<file path="src/rtl/top_block_code_decoder.sv">
// Soft-decision ML decoder for the (20,A) Reed-Muller block code, A = 1..13.
// Symbols are collected into a fill buffer, handed to a single pending slot,
// and searched exhaustively (one candidate per cycle) by the engine.
// Optional feature macro: BLOCK_CODE_METRIC_EN adds o_best_metric.
module top_block_code_decoder #(
    parameter int DATA_WIDTH = 4,
    parameter int N_CODE     = 20
) (
    input  logic                  i_clk,
    input  logic                  i_rst,
    input  logic [DATA_WIDTH-1:0] i_rx_symbols,
    input  logic                  i_rx_symbols_valid,
    input  logic [3:0]            i_code_length,
    output logic [12:0]           o_decoded_bits,
    output logic                  o_decoded_valid,
    output logic                  o_busy,
    output logic                  o_overflow
`ifdef BLOCK_CODE_METRIC_EN
    ,
    output logic [9:0]            o_best_metric
`endif
);

    typedef enum logic [1:0] {ST_IDLE, ST_SEARCH, ST_DONE} state_t;

    localparam logic [4:0]        LAST_IDX     = 5'(N_CODE - 1);
    localparam logic signed [9:0] METRIC_FLOOR = 10'sh200;

    // Basis sequences: bit i of row n is M_i,n.
    function automatic logic [12:0] basis_row(input logic [4:0] n);
        case (n)
            5'd0:    basis_row = 13'b0110000000011;
            5'd1:    basis_row = 13'b0111000000111;
            5'd2:    basis_row = 13'b1111101001001;
            5'd3:    basis_row = 13'b1110100001101;
            5'd4:    basis_row = 13'b1110010001111;
            5'd5:    basis_row = 13'b1110111010011;
            5'd6:    basis_row = 13'b1111101010101;
            5'd7:    basis_row = 13'b1110110011001;
            5'd8:    basis_row = 13'b1111010011011;
            5'd9:    basis_row = 13'b1111001011101;
            5'd10:   basis_row = 13'b1111011100101;
            5'd11:   basis_row = 13'b1110101100111;
            5'd12:   basis_row = 13'b1111110101001;
            5'd13:   basis_row = 13'b1111010101011;
            5'd14:   basis_row = 13'b1010010110001;
            5'd15:   basis_row = 13'b1011011110011;
            5'd16:   basis_row = 13'b1101001110111;
            5'd17:   basis_row = 13'b1100100111001;
            5'd18:   basis_row = 13'b0000011111011;
            5'd19:   basis_row = 13'b0000001100001;
            default: basis_row = 13'b0000000000000;
        endcase
    endfunction

    // A = 0 behaves as 1, anything above 13 behaves as 13.
    function automatic logic [3:0] clamp_len(input logic [3:0] a);
        if (a == 4'd0) begin
            clamp_len = 4'd1;
        end else if (a > 4'd13) begin
            clamp_len = 4'd13;
        end else begin
            clamp_len = a;
        end
    endfunction

    function automatic logic signed [9:0] sext(input logic [DATA_WIDTH-1:0] s);
        sext = {{(10 - DATA_WIDTH){s[DATA_WIDTH-1]}}, s};
    endfunction

    logic [4:0]            r_cnt;
    logic                  r_commit;
    logic [3:0]            r_fill_a;
    logic [DATA_WIDTH-1:0] r_fill [0:N_CODE-1];
    logic                  r_pend_full;
    logic [3:0]            r_pend_a;
    logic [DATA_WIDTH-1:0] r_pend [0:N_CODE-1];
    logic                  r_overflow;
    state_t                r_state;
    logic [3:0]            r_work_a;
    logic [DATA_WIDTH-1:0] r_work [0:N_CODE-1];
    logic [12:0]           r_cand;
    logic [12:0]           r_best;
    logic signed [9:0]     r_best_metric;
    logic [12:0]           r_decoded_bits;
    logic                  r_decoded_valid;
    logic                  r_busy;
`ifdef BLOCK_CODE_METRIC_EN
    logic signed [9:0]     r_out_metric;
`endif

    logic                  w_load;
    logic [13:0]           w_cand_last;
    logic [N_CODE-1:0]     w_cbits;
    logic signed [9:0]     w_metric;

    assign w_load      = (r_state == ST_IDLE) && r_pend_full;
    assign w_cand_last = (14'd1 << r_work_a) - 14'd1;

    // Codeword bits of the current candidate; cand never has bits at or above A.
    always_comb begin
        w_cbits = '0;
        for (int n = 0; n < N_CODE; n++) begin
            w_cbits[n] = ^(r_cand & basis_row(5'(n)));
        end
    end

    // Correlation of the work buffer against the candidate codeword, one combinational sum.
    always_comb begin
        w_metric = 10'sd0;
        for (int n = 0; n < N_CODE; n++) begin
            w_metric = w_metric + (w_cbits[n] ? -sext(r_work[n]) : sext(r_work[n]));
        end
    end

    // Symbol collection into the fill buffer; flags a commit after symbol 19.
    always_ff @(posedge i_clk or negedge i_rst) begin
        if (!i_rst) begin
            r_cnt    <= 5'd0;
            r_commit <= 1'b0;
            r_fill_a <= 4'd1;
            for (int n = 0; n < N_CODE; n++) begin
                r_fill[n] <= '0;
            end
        end else begin
            r_commit <= 1'b0;
            if (i_rx_symbols_valid) begin
                r_fill[r_cnt] <= i_rx_symbols;
                if (r_cnt == 5'd0) begin
                    r_fill_a <= clamp_len(i_code_length);
                end
                if (r_cnt == LAST_IDX) begin
                    r_cnt    <= 5'd0;
                    r_commit <= 1'b1;
                end else begin
                    r_cnt <= r_cnt + 5'd1;
                end
            end
        end
    end

    // Pending slot: filled by a commit, freed by the engine load, drop on collision.
    always_ff @(posedge i_clk or negedge i_rst) begin
        if (!i_rst) begin
            r_pend_full <= 1'b0;
            r_pend_a    <= 4'd1;
            r_overflow  <= 1'b0;
            for (int n = 0; n < N_CODE; n++) begin
                r_pend[n] <= '0;
            end
        end else begin
            if (r_commit) begin
                if (r_pend_full && !w_load) begin
                    r_overflow <= 1'b1;
                end else begin
                    r_pend      <= r_fill;
                    r_pend_a    <= r_fill_a;
                    r_pend_full <= 1'b1;
                end
            end else if (w_load) begin
                r_pend_full <= 1'b0;
            end
        end
    end

    // Search engine: load, exhaustive candidate scan, then register the winner.
    always_ff @(posedge i_clk or negedge i_rst) begin
        if (!i_rst) begin
            r_state         <= ST_IDLE;
            r_work_a        <= 4'd1;
            r_cand          <= 13'd0;
            r_best          <= 13'd0;
            r_best_metric   <= 10'sd0;
            r_decoded_bits  <= 13'd0;
            r_decoded_valid <= 1'b0;
            r_busy          <= 1'b0;
            for (int n = 0; n < N_CODE; n++) begin
                r_work[n] <= '0;
            end
`ifdef BLOCK_CODE_METRIC_EN
            r_out_metric    <= 10'sd0;
`endif
        end else begin
            r_decoded_valid <= 1'b0;
            case (r_state)
                ST_IDLE: begin
                    if (w_load) begin
                        r_work        <= r_pend;
                        r_work_a      <= r_pend_a;
                        r_cand        <= 13'd0;
                        r_best        <= 13'd0;
                        r_best_metric <= METRIC_FLOOR;
                        r_busy        <= 1'b1;
                        r_state       <= ST_SEARCH;
                    end else begin
                        r_busy <= 1'b0;
                    end
                end
                ST_SEARCH: begin
                    // Strictly greater keeps the lowest candidate on ties.
                    if (w_metric > r_best_metric) begin
                        r_best_metric <= w_metric;
                        r_best        <= r_cand;
                    end
                    if ({1'b0, r_cand} == w_cand_last) begin
                        r_state <= ST_DONE;
                    end else begin
                        r_cand <= r_cand + 13'd1;
                    end
                end
                ST_DONE: begin
                    r_decoded_bits  <= r_best;
                    r_decoded_valid <= 1'b1;
`ifdef BLOCK_CODE_METRIC_EN
                    r_out_metric    <= r_best_metric;
`endif
                    r_state         <= ST_IDLE;
                end
                default: begin
                    r_state <= ST_IDLE;
                end
            endcase
        end
    end

    assign o_decoded_bits  = r_decoded_bits;
    assign o_decoded_valid = r_decoded_valid;
    assign o_busy          = r_busy;
    assign o_overflow      = r_overflow;
`ifdef BLOCK_CODE_METRIC_EN
    assign o_best_metric   = r_out_metric;
`endif

endmodule

</file>
<file path="config.mk">
export PLATFORM = sky130hd
export DESIGN_NAME = top_block_code_decoder
export DESIGN_NICKNAME = d
export VERILOG_FILES = /design/src/rtl/top_block_code_decoder.sv
export SDC_FILE = /design/constraint.sdc
export NUM_CORES = 1
export LEC_CHECK = 0
export ABC_AREA = 1
export BUFFER_PORTS_ARGS = -buffer_cell sky130_fd_sc_hd__buf_2
export CAP_MARGIN = 20
export CORE_MARGIN = 3
export CORE_UTILIZATION = 25
export CTS_BUF_LIST = sky130_fd_sc_hd__clkbuf_16
export DETAILED_ROUTE_END_ITERATION = 10
export MAX_ROUTING_LAYER = met4
export PLACE_DENSITY = 0.4
export RECOVER_POWER = 50
export SYNTH_ARGS = -nofsm -noshare
export SYNTH_HDL_FRONTEND = slang
export SYNTH_SLANG_ARGS = --single-unit
</file>
<file path="constraint.sdc">
create_clock -name i_clk -period 12.4 [get_ports i_clk]
set_input_delay 1.86 -clock i_clk [delete_from_list [all_inputs] [get_ports i_clk]]
set_output_delay 1.86 -clock i_clk [all_outputs]
set_load 0.1 [all_outputs]
</file>
==> results of run 1 <==
[cell type report]
class                           instances  share of cell area
Antenna cell                            1           0.0001084
Clock buffer                           42             0.04553
Clock inverter                         31            0.009918
Inverter                              467             0.07615
Multi-Input combinational cell       1620              0.4623
Sequential cell                       313              0.3394
Tap cell                             1060             0.05745
Timing Repair Buffer                   37            0.009159
[worst max-delay path: cells and delay by family, from the launching register on]
| family | cells | cell delay (ps) |
|---|---|---|
| compound gates | 5 | 1430 |
| buf+inv | 10 | 1160 |
| xor+xnor | 3 | 700 |
| simple gates | 12 | 1570 |
| flops | 1 | 580 |
| fa+ha+maj | 10 | 4910 |
[cell families (layout without fill, tap and decap cells)]
kind of cell             count (synthesis)  in the layout  share of synthesized area
AND/OR/NAND/NOR                        860            860                     0.1710
buffers and inverters                  527            577                    0.09898
AO/OA/AOI/OAI                          436            436                     0.1106
flip-flops                             313            313                     0.3815
adder cells (fa/ha/maj)                247            247                     0.2031
XOR/XNOR                                77             77                    0.03484
other                                    0              1                          0
[state kept, by name, summed over array words and instances (netlist names), 5 cells and up]
| name | count |
|---|---|
| r_work | 80 |
| r_best | 13 |
| r_cand | 13 |
| r_pend | 80 |
| r_best_metric | 10 |
| r_cnt | 5 |
| r_fill | 80 |
| o_decoded_bits | 13 |
[per-stage QoR]
step           utilization  setup slack, ps  instances
4_1_cts             0.2856             1863       3569
2_1_floorplan            -             3740       2460
6_report            0.2852             1928       3571
3_5_place_dp        0.2697             1913       3496
5_1_grt             0.2852            993.6       3570
3_3_place_gp        0.2694             2018       3494
[cells in the mapped netlist (2+ instances only)]
cell type	count	area (um^2)
o21ai_0	285	1426
o21bai_1	3	22.52
o22ai_1	17	106.4
a21oi_1	106	530.5
dfstp_2	3	78.83
inv_1	454	1704
nand4_1	8	50.05
o31ai_1	4	30.03
buf_2	4	20.02
nand2_2	19	118.9
buf_6	2	22.52
xnor2_1	19	166.4
xor2_1	54	473.0
inv_4	2	12.51
a31oi_1	5	31.28
nor2_1	131	491.7
nor3_1	11	55.05
clkinv_1	3	11.26
inv_2	8	30.03
xnor2_2	2	32.53
nand2_4	3	33.78
dfrtp_1	310	7757
o21a_1	8	60.06
fa_1	144	2883
nand3b_1	7	52.55
nand3_1	112	560.5
ha_1	103	1289
clkbuf_1	46	172.7
nand2_1	564	2117
buf_4	5	37.54
nor4_1	2	12.51
[placed cells by master, fill, tap and decap left out, types with 23 or more instances in the layout]
cell | netlist | final
nand2_1 | 564 | 564
inv_1 | 454 | 462
dfrtp_1 | 310 | 310
o21ai_0 | 285 | 285
fa_1 | 144 | 144
nor2_1 | 131 | 131
nand3_1 | 112 | 112
a21oi_1 | 106 | 106
ha_1 | 103 | 103
xor2_1 | 54 | 54
clkbuf_16 | 0 | 42
buf_2 | 4 | 23
[path summary, 6_finish.rpt]
kind / from / cells after the start / to / slack (ps)
setup / recovery: r_cand[0] / 40 / r_best_metric[2] / 1930
hold / removal: o_busy / 2 / o_busy / 470
setup reg to reg: r_cand[0] / 40 / r_best_metric[2] / 1930
hold reg to reg: o_busy / 2 / o_busy / 470
max in group asynchronous: i_rst / 3 / r_fill[61] / 5280
min in group asynchronous: i_rst / 1 / r_pend[8] / 2780
[per-layer routing]
layer,vias up,track usage,part of all wire
li1,7712,-,-
met1,7470,0.1893,0.50
met2,192,0.2150,0.45
met3,69,0.01858,0.030
met4,0,0.03706,0.023
met5,-,-,0
==> results_dict.tcl, run 1 <==
set metrics [dict create \
    slew_headroom -1.755 \
    finalMaxSlewViolations 456 \
    synth_enable_flop_cells 0 \
    core_area_mm2 0.08094 \
    clkLatencyLatePin_ps 550 \
    ant_nets 0 \
    synth_cells 2460 \
    cp_data_arrival_time_ps 10920 \
    max_freq_mhz 95.49 \
    critPathSlowestCell "ha_1" \
    portBuffers 26 \
    fin_area_mm2 0.02309 \
    synthesis.nets 2718 \
    grt_overflow 0 \
    holdWs_ps 469.2 \
    placed_cell_area_mm2 0.02183 \
    fin_crit_sh 0.8445 \
    initialDrtViolationCount 865 \
    first_pass_iters 5 \
    hpwl_um 43870 \
    vias_per_cell 4.325 \
    required_ps 12850 \
    gp_congestion 0.8507 \
    grt_pass1_vias 15580 \
    slowest_delay_ps 680 \
    crit_top_cell "inv_1" \
    multi_input_area_mm2 0.01067 \
    die_w_um 292.6 \
    final_nets 2737 \
    cap_viol_max_count 6 \
    drt_wl_total_um 56000 \
    seq_area_frac_synth 0.3815 \
    critPathMaxFanout 21 \
    syn_avg_cell_area_um2 8.350 \
    antenna_found_initial 0 \
    drive_gt1_frac 0.04821 \
    yosys_register_bits 313 \
    synth-main-ff-cell "dfrtp_1" \
    grtUsageTotal 0.1380 \
    finClkSkew_ps 20.73 \
    cts_inserted_buffers 40 \
    setup_viol 0 \
    cts_hold_repair.buffers 0 \
    endpoint_kind "flop" \
    finalCriticalPeriod_ps 10470 \
    drc_errors 0 \
    tns_ps 0 \
    start_kind "flop" \
    wire_per_inst_um 15.68 \
    synthToLayoutAreaGrowth_pct 12.39 \
    seq_area_mm2 0.007836 \
    dieArea_mm2 0.08564 \
    synthArstFlopShare 1.000 \
    finalHoldViolCount 0 \
    fillCellCount 8711 \
    violations "capacitance limit, slew limit" \
    synth_area_mm2 0.02054 \
    clock_path_buffers 3 \
    grt_max_degree 96 \
    htreeDepth 2 \
    critPathKind "flop to flop" \
    cts_root_buf "clkbuf_16" \
    synth_warnings 0 \
    post_cts_buffers 0 \
    synth_cell_types 47 \
    tightest_slew_ps 4132 \
    grt_setup_unrepaired "no" \
    ctsResizeCount 0 \
    io_pins 27 \
    cts_tree "done" \
    route.vias.total 15440 \
    grt_pass1_wl_um 89960 \
    initial_core_util 0.2538 \
    die_h_um 292.6 \
    cts_sinks 313 \
    clkTransAtPathRegs_ps 60 \
    fp-row-count 104 \
    status "complete, but fails checks" \
    hold_class "flop to flop" \
]
Power of run 1 is not shown: default switching activity piles up to over one toggle a cycle in this logic, so the estimate is an artifact.
==> run 2, diff against run 1 <==
==> constraint.sdc (replaced) <==
create_clock -name i_clk -period 9.9 [get_ports i_clk]
set_input_delay 1.485 -clock i_clk [delete_from_list [all_inputs] [get_ports i_clk]]
set_output_delay 1.485 -clock i_clk [all_outputs]
set_load 0.1 [all_outputs]
==> results_dict.tcl, run 2 (synthesis gave the netlist of run 1 again) <==
set metrics [dict create \
    utilization 0.2872 \
    drc_errors 0 \
    required_ps 10360 \
    dieArea_mm2 0.08564 \
    hold_start "o_busy" \
    portBuffers 26 \
    r2r_start "r_cand[6]" \
    violations "capacitance limit, slew limit" \
    grt_pass1_wl_um 88540 \
    vias_per_cell 4.303 \
    max_freq_mhz 107.5 \
    drive_gt1_frac 0.05817 \
    grtUsageTotal 0.1363 \
    largestRegisters "r_fill (80), r_pend (80), r_work (80)" \
    final_nets 2743 \
    start_kind "flop" \
    slowest_delay_ps 540 \
    hpwl_um 43220 \
    hold-path-cell-count 2 \
    finClkSkew_ps 27.85 \
    io_pins 27 \
    cts_tree "done" \
    clkTransAtPathRegs_ps 60 \
    gp_congestion 0.8645 \
    fillCellCount 8701 \
    finalHoldViolCount 0 \
    fp-row-count 104 \
    slew_headroom -3.144 \
    cp_data_arrival_time_ps 9760 \
    grt_max_degree 146 \
    setup_viol 0 \
    tightest_slew_ps 6216 \
    critPathMaxFanout 11 \
    cap_viol_max_count 3 \
    finalMaxSlewViolations 291 \
    cts_sinks 313 \
    initial_core_util 0.2538 \
    critPathKind "flop to flop" \
    ant_nets 0 \
    r2r_setup_slack_ps 600 \
    die_w_um 292.6 \
    critPathSlowestCell "fa_1" \
    r2r_cells 42 \
    clock_path_buffers 3 \
    antenna_found_initial 0 \
    route.vias.total 15360 \
    hold_end "o_busy" \
    crit_start "r_cand[6]" \
    clkLatencyLatePin_ps 560 \
    status "complete, but fails checks" \
    synthToLayoutAreaGrowth_pct 13.16 \
    initialDrtViolationCount 878 \
    cts_inserted_buffers 39 \
    wire_per_inst_um 15.48 \
    final_common_cell "nand2_1" \
    first_pass_iters 5 \
    diodes 0 \
    final_cell_mix "nand2_1, inv_1, dfrtp_1" \
    core_area_mm2 0.08094 \
    endpoint_kind "flop" \
    htreeDepth 2 \
    grt_pass1_vias 15500 \
    drt_wl_total_um 55270 \
    r2r_end "r_best_metric[8]" \
    grt_overflow 0 \
    finalCriticalPeriod_ps 9300 \
    fin_crit_sh 0.9394 \
    hold_class "flop to flop" \
    cts_root_buf "clkbuf_16" \
    die_h_um 292.6 \
]
run 2: cell types whose count changed in the layout (fill, tap and decap cells not counted), moves of 3 or more:
| cell | before | now |
|---|---|---|
| clkbuf_16 | 42 | 39 |
| xor2_2 | 1 | 6 |
| bufinv_16 | 3 | 6 |
| clkinv_4 | 3 | 0 |
| ha_1 | 103 | 99 |
| inv_1 | 462 | 457 |
| buf_4 | 3 | 13 |
| xor2_1 | 54 | 48 |
run 2: metal layers:
metal | GRT usage | up-vias | wire length (um)
met2 | 0.2136 | 211 | 25080
met4 | 0.04135 | 0 | 1612
met1 | 0.1806 | 7352 | 26460
li1 | - | 7715 | -
met5 | - | - | 0
met3 | 0.02343 | 85 | 2116
run 2: final cells by class:
type / count / area [um^2] / share of cell area
Clock buffer: 39 / 975.9 / 0.04199
Multi-Input combinational cell: 1620 / 10790 / 0.4644
Inverter: 467 / 1762 / 0.07579
Tap cell: 1060 / 1326 / 0.05706
Sequential cell: 313 / 7839 / 0.3372
Clock inverter: 27 / 287.8 / 0.01238
Timing Repair inverter: 1 / 7.507 / 0.0003230
Timing Repair Buffer: 43 / 252.7 / 0.01087
run 2: worst max path at each step:
stage                     slack [ps]               end  cells after the start
final                            600  r_best_metric[8]                     42
after global routing             -20  r_best_metric[8]                     40
after CTS                        240  r_best_metric[8]                     42
after detailed placement         290  r_best_metric[8]                     42
after global placement           360  r_best_metric[3]                     42
after floorplan                 1240  r_best_metric[1]                     42
run 2: worst max-delay path, delay by kind of cell (launching register included):
family	cells	cell delay, ps
adders and majority gates	10	4770
and+or+nand+nor	13	1380
xor gates and xnor gates	4	980
buffers and inverters	10	830
AOI/OAI and AO/OA	5	830
DFF	1	390
run 2: what timing repair did:
action                                  4_1_cts  5_1_grt
setup buffers                                 0        2
resized for setup                             0       23
hold buffers                                  0        0
endpoints found under the setup margin        0       22
run 2: metrics by stage:
step	cell area, um^2	hold WS, ps	setup TNS (ps)	setup slack (ps)	instances
after floorplan	20540	439.6	0	1240	2460
after global placement	21860	450.0	0	359.3	3500
after detailed placement	21870	456.2	0	293.1	3501
after CTS	23140	476.2	0	235.4	3567
after global routing	23240	495.5	-28.35	-15.42	3570
final	23240	472.7	0	600.0	3570
Power of run 2 is left out for the same reason.
